File: src/rtl/div_result_bcd.sv
// Sequential binary-to-BCD converter (double-dabble, one bit per clock) for the divider result.
// A divider error is forwarded as an all-0xF digit pattern with Err_out set.
module div_result_bcd #(
  parameter int WIDTH  = 8,
  parameter int DIGITS = 3
) (
  input  logic                  CLK,
  input  logic                  rst,
  input  logic                  Go,
  input  logic                  Error,
  input  logic [WIDTH-1:0]      bin,
  output logic [4*DIGITS-1:0]   bcd,
  output logic                  Done,
  output logic                  Busy,
  output logic                  Err_out
);
  localparam int CW = (WIDTH > 1) ? $clog2(WIDTH) : 1;

  function automatic longint unsigned pow10(input int n);
    longint unsigned p;
    p = 1;
    for (int i = 0; i < n; i++) p = p * 10;
    return p;
  endfunction

  // DIGITS must be able to hold the largest WIDTH-bit value.
  generate
    if (pow10(DIGITS) <= ((64'd1 << WIDTH) - 64'd1)) begin : g_size_chk
      $fatal(1, "div_result_bcd: DIGITS too small for WIDTH");
    end
  endgenerate

  typedef enum logic [1:0] {IDLE, SHIFT, DONE} state_t;

  state_t                state, state_nxt;
  logic [WIDTH-1:0]      sreg;
  logic [4*DIGITS-1:0]   scratch;
  logic [4*DIGITS-1:0]   adj;
  logic [4*DIGITS-1:0]   scr_nxt;
  logic [CW-1:0]         cnt;
  logic                  last;

  // Add-3 correction on every digit in parallel, ahead of the shift.
  for (genvar d = 0; d < DIGITS; d++) begin : g_dig
    assign adj[4*d +: 4] = (scratch[4*d +: 4] >= 4'd5) ? scratch[4*d +: 4] + 4'd3
                                                        : scratch[4*d +: 4];
  end

  assign scr_nxt = {adj[4*DIGITS-2:0], sreg[WIDTH-1]};
  assign last    = (cnt == CW'(WIDTH - 1));

  always_ff @(posedge CLK) begin
    if (rst) state <= IDLE;
    else     state <= state_nxt;
  end

  always_comb begin
    state_nxt = state;
    Done      = 1'b0;
    Busy      = 1'b0;
    case (state)
      IDLE:  if (Go) state_nxt = Error ? DONE : SHIFT;
      SHIFT: begin
        Busy = 1'b1;
        if (last) state_nxt = DONE;
      end
      DONE: begin
        Done      = 1'b1;
        state_nxt = IDLE;
      end
      default: state_nxt = IDLE;
    endcase
  end

  always_ff @(posedge CLK) begin
    if (rst) begin
      sreg    <= '0;
      scratch <= '0;
      cnt     <= '0;
      bcd     <= '0;
      Err_out <= 1'b0;
    end else begin
      case (state)
        IDLE: if (Go) begin
          if (Error) begin
            bcd     <= '1;
            Err_out <= 1'b1;
          end else begin
            sreg    <= bin;
            scratch <= '0;
            cnt     <= '0;
          end
        end
        SHIFT: begin
          scratch <= scr_nxt;
          sreg    <= sreg << 1;
          if (last) begin
            bcd     <= scr_nxt;
            Err_out <= 1'b0;
          end else begin
            cnt <= cnt + 1'b1;
          end
        end
        default: ;
      endcase
    end
  end
endmodule

File: config.mk
export PLATFORM = sky130hd
export DESIGN_NAME = div_result_bcd
export DESIGN_NICKNAME = d
export VERILOG_FILES = /design/src/rtl/div_result_bcd.sv
export SDC_FILE = /design/constraint.sdc
export NUM_CORES = 1
export LEC_CHECK = 0
export CAP_MARGIN = 5
export CORE_UTILIZATION = 50
export CTS_CLUSTER_SIZE = 20
export DETAILED_ROUTE_END_ITERATION = 7
export DONT_BUFFER_PORTS = 1
export GPL_ROUTABILITY_DRIVEN = 1
export GPL_TIMING_DRIVEN = 0
export PLACE_DENSITY = 0.71
export SLEW_MARGIN = 20
export SYNTH_ARGS = -nofsm -noshare
export SYNTH_HDL_FRONTEND = slang
export SYNTH_SLANG_ARGS = --single-unit
File: constraint.sdc
create_clock -name CLK -period 1.6 [get_ports CLK]
set_input_delay 0.24 -clock CLK [delete_from_list [all_inputs] [get_ports CLK]]
set_output_delay 0.24 -clock CLK [all_outputs]
set_load 0.1 [all_outputs]
; ---- Yosys cells after proc, flatten, opt, wreduce, memory -nomap -nowiden
; Index checks and enable logic that the tools add are counted.
[word_totals]
inputBits = 12
reg_bits = 38
word_cells = 54
output_inout_bits = 15
[classes]
addsub = 4
n_reduce_logical = 6
n_eq_ne = 8
mux = 27
n_lt_le_gt_ge = 3
[op_table]
columns = op, n
row1 = 12-bit 2-to-1 mux, 5
row2 = 12-bit one-hot mux with 2 select lines, 2
row3 = 8-bit 2-to-1 mux, 2
row4 = 8-bit one-hot mux with 2 select lines, 1
row5 = "4-bit by 3-bit >= comparator with 1-bit output, second input constant", 3
row6 = 3-bit 2-to-1 mux, 4
row7 = "2-bit != test, second input constant", 5
row8 = "4-bit by 2-bit adder with 4-bit output, second input constant", 2
row9 = 4-bit 2-to-1 mux, 2
row10 = 4-bit AND reduction, 2
row11 = 2-bit 2-to-1 mux, 3
row12 = 3-bit one-hot mux with 2 select lines, 1
row13 = 1-bit 2-to-1 mux, 5
row14 = 2-bit one-hot mux with 2 select lines, 1
row15 = "3-bit by 1-bit adder with 3-bit output, second input constant", 1
row16 = "3-bit by 2-bit adder with 3-bit output, second input constant", 1
row17 = "3-bit equality test, second input constant", 1
row18 = 3-bit AND reduction, 1
row19 = "2-bit by 1-bit equality test with 1-bit output, second input constant", 1
row20 = "2-bit equality test, second input constant", 1
row21 = 2-bit logical NOT, 1
row22 = 1-bit one-hot mux with 2 select lines, 1
row23 = 2-bit AND reduction, 1
row24 = 2-bit nonzero test, 1

; ---- Longest topological paths before layout
[logic_depth]
word_depth = 4
depth_mapped = 7
ltp_nobuf = 6

; ---- Worst setup path after synthesis
; No wires, ideal clock.
[synth_path]
kind = flip-flop to output port
from = register state[1]
to = output Done
path_slack_ps = -378
t_required_ps = 1360
stages_incl_launch_ff = 2
arrival_ps = 1738
path_buffers = 0
cell_sequence = dfxtp_1 nor2b_1
[synth_via]
elab_chain_cells = 2
[synth_rtl]
columns = item, line
row1 = start: declaration, 35  ; state_t state, state_nxt;
row2 = start signal: assignment, 54  ; else state <= state_nxt;
row3 = 2-bit equality test, 61  ; case (state)
row4 = 1-bit 2-to-1 mux, 61
row5 = end: declaration, 13  ; output logic Done,
; No other way between the ends.

; ---- Worst setup path in the final report
[layout_path]
from = register scratch[1]
to = register bcd[2]
[layout_via]
elab_chain_cells = 4
elab_cells_between_ends = 5
cone_classes = add/sub (1) / order compare (1) / mux (3)
[layout_rtl]
columns = item, line
row1 = start: declaration, 37  ; logic [4*DIGITS-1:0] scratch;
row2 = start signal: assignment, 95  ; scratch <= scr_nxt;
row3 = 4-bit by 2-bit adder with 4-bit output / 4-bit by 3-bit >= comparator with 1-bit output (equally long branches), 45  ; assign adj[4*d +: 4] = (scratch[4*d +: 4] >= 4'd5) ? scratch[4*d +: 4] + 4'd3
row4 = 4-bit 2-to-1 mux *, 45
row5 = 12-bit 2-to-1 mux *, 97  ; if (last) begin
row6 = 12-bit one-hot mux with 2 select lines *, 83  ; case (state)
row7 = end signal: assignment, 98  ; bcd <= scr_nxt;
row8 = end: declaration, 12  ; output logic [4*DIGITS-1:0] bcd,
; Mark *: on every way between the ends. The rest lies on a longest branch, timed or not. The select of a mux whose other input is x is not followed.
; A chain may end at the register's enable or synchronous reset.

==> results.json <==
{
  "hold_path_depth": 2,
  "hold_viol_final": 0,
  "place_hpwl_mm": 2.65,
  "drcViolationCount": 0,
  "path_class": "register to register",
  "portBuffers": 0,
  "clk_pin_slew_ns": 0.12,
  "num_rows": 21,
  "yosys-top-cells-count": "dfxtp_1, nor2_1, nand2_1",
  "synth.top_cell.area_share_pct": 43.2,
  "yosysMostFrequentCell": "dfxtp_1",
  "drt_wl_total_mm": 4.11,
  "vias": 1442,
  "slew_headroom_pct": 35.0,
  "arrival_ns": 1.84,
  "critPathSlowestCell": "dfxtp_2",
  "syn_area_um2": 1760,
  "max_cap_viol_count": 0,
  "netSwitchingFraction_pct": 32.3,
  "p_clk_share_pct": 31.1,
  "p_switching_mw": 0.668,
  "ctsLongestPathBuffers": 2,
  "initialDrtViolationCount": 105,
  "worst_hold_slack_ns": 0.0325,
  "viasPerCell": 5.75,
  "io_pins": 27,
  "grt_pass1_vias": 1299,
  "wl_per_cell_um": 16.4,
  "netlist_top_cells_area": "dfxtp_1, a211oi_2, ha_1",
  "yosys_warnings": 0,
  "grt_antenna_before_repair": 0,
  "tightest_slew_ns": 0.974,
  "finalSetupViolCount": 0,
  "track_usage_pct": 23.5,
  "crit_fanout": 4,
  "startpoint_type": "register",
  "synth_edf_count": 0,
  "diodes": 0,
  "ant_nets": 0,
  "rr_worst_depth": 6,
  "hold_buffers": 0,
  "worst_setup_path_end_kind": "register",
  "synth.yosys.seq_area_share_pct": 43.2,
  "first_pass_iters": 4,
  "fin_util_pct": 61.6,
  "grt_max_degree": 13,
  "initial_core_util_pct": 52.3,
  "max_stage_delay_ns": 0.36,
  "synth_cell_types": 37,
  "drive_gt1_share_pct": 32.7,
  "cts_root_buf": "clkbuf_4",
  "finalClockSkew_ns": 0.0105,
  "synthToLayoutAreaGrowth_pct": 17.7,
  "hp-class": "input port to register",
  "synth_cells": 191,
  "num-fill-cells": 309,
  "final_nets": 224,
  "power_density_nw_per_um2": 999,
  "status": "complete, no violations",
  "die_area_um2": 3760,
  "combPwrFrac_pct": 10.6,
  "period_share_pct": 98.0,
  "drv_slew": 0,
  "p_seq_share_pct": 58.3,
  "async_flop_share_pct": 0,
  "p_int_mw": 1.40,
  "coreArea_um2": 3360,
  "peakVddDrop_uv": 777,
  "fmaxAchievable_mhz": 638,
  "gp_congestion": 0.832,
  "cts_tree": "done",
  "h-tree-depth": 2,
  "fin_crit_ns": 1.57,
  "clock-sinks": 38,
  "required_ns": 1.87,
  "die_w_um": 61.3,
  "numCtsBuffers": 5,
  "avgSynthCellArea_um2": 9.22,
  "ys_ff_latch": 38,
  "syn_nets": 211,
  "synth_flop_cell": "dfxtp_1",
  "cp_cell_sequence": "inv_2 > ha_1 > nand2b_4 > a21oi_2 > mux2_4 > a211oi_2",
  "grt_overflow_total": 0,
  "leakage_nw": 0.743,
  "grt_pass1_wl_mm": 6.25,
  "insertion_delay_ns": 0.35,
  "synth_top_area_cell": "dfxtp_1",
  "die_y_um": 61.3
}
==> timing repair <==
action                     CTS  global route
pin swaps                    3             4
buffers inserted             3             2
gates cloned                 1             0
setup endpoints to repair   17            18
resized for setup           15            24
==> cell type report <==
type | instances | area, um^2 | area share (%)
Multi-Input combinational cell | 134 | 1000 | 48.5
Sequential cell | 38 | 776 | 37.4
Buffer | 12 | 81.3 | 3.93
Tap cell | 46 | 57.6 | 2.78
Timing Repair Buffer | 6 | 48.8 | 2.36
Clock inverter | 3 | 40.0 | 1.93
Clock buffer | 5 | 37.5 | 1.81
Inverter | 7 | 26.3 | 1.27
==> cells in the final DEF, fill, tap and decap left out, drive strengths merged <==
cell type / Yosys / final
o31ai: 1 / 1
a22oi: 1 / 1
nand2: 20 / 20
or3: 1 / 1
nor3: 4 / 4
a211oi: 11 / 11
a21oi: 12 / 12
clkinv: 0 / 2
o32ai: 4 / 4
nand2b: 5 / 5
or4: 1 / 1
and2: 1 / 1
nand3: 1 / 1
o22ai: 1 / 1
mux2: 3 / 3
nand3b: 3 / 3
dfxtp: 38 / 38
nor2: 26 / 26
nor2b: 3 / 3
a2bb2oi: 3 / 3
ha: 8 / 8
buf: 10 / 16
o311ai: 1 / 1
nor3b: 5 / 5
xnor2: 3 / 3
a311oi: 7 / 7
clkbuf: 2 / 7
o21bai: 1 / 1
o21ba: 1 / 1
bufinv: 0 / 1
o21ai: 7 / 7
inv: 7 / 7
==> routing by layer <==
metal  GRT usage (%)  vias up  share of wire, %  wire (um)
li1                -      706                 -          -
met1            30.6      693                43       1760
met2            37.0       36                51       2080
met3            7.35        7               5.0        207
met4            7.94        0               1.7         68
met5               0        -                 0          0
==> cell families after synthesis <==
kind of cell	Yosys count	synth area share (%)
buffers and inverters	19	5.90
and+or+nand+nor	70	19.5
DFF	38	43.2
xor gates and xnor gates	3	1.49
adders and majority gates	8	5.69
muxes	3	1.92
AOI/OAI and AO/OA	50	22.3
==> through the flow <==
stage	power, mW	instances	cell area, um^2	setup WS (ns)	setup TNS, ns
after floorplan	1.38	191	1760	0.0387	0
after global placement	1.42	237	1820	-0.0798	-0.120
after detailed placement	1.43	237	1820	-0.139	-0.307
after CTS	2.08	249	1980	0.00187	0
after global routing	2.15	251	2070	-0.0398	-0.0958
final	2.07	251	2070	0.0316	0
==> path summary, 6_finish.rpt <==
kind / startpoint / slack [ns] / endpoint
max: scratch[1] / 0.03 / bcd[2]
min: bin[3] / 0.03 / sreg[3]
max reg2reg: scratch[1] / 0.03 / bcd[2]
min reg2reg: sreg[0] / 0.46 / sreg[0]
==> critical path, delay by kind of cell, from the launching register on <==
family                   cells  cell delay (ns)
multiplexers                 1             0.33
buffers and inverters        1             0.06
AND/OR/NAND/NOR              1             0.15
adder cells (fa/ha/maj)      1             0.20
AO/OA/AOI/OAI                2             0.40
flip-flops                   1             0.36
==> flip-flops by register name, summed over array words and instances, names as in the netlist <==
register,flops
Err_out,1
sreg,8
cnt,3
state,2
bcd,12
scratch,12
==> power groups by stage <==
| stage | clock [mW] | sequential [mW] | combinational, mW |
|---|---|---|---|
| finish | 0.643 | 1.21 | 0.220 |
| global route | 0.698 | 1.21 | 0.240 |
| CTS | 0.659 | 1.21 | 0.215 |
| detailed placement | 0 | 1.23 | 0.204 |
| global placement | 0 | 1.22 | 0.199 |
| floorplan | 0 | 1.22 | 0.168 |
No activity file was read; power rests on OpenSTA's default activity.
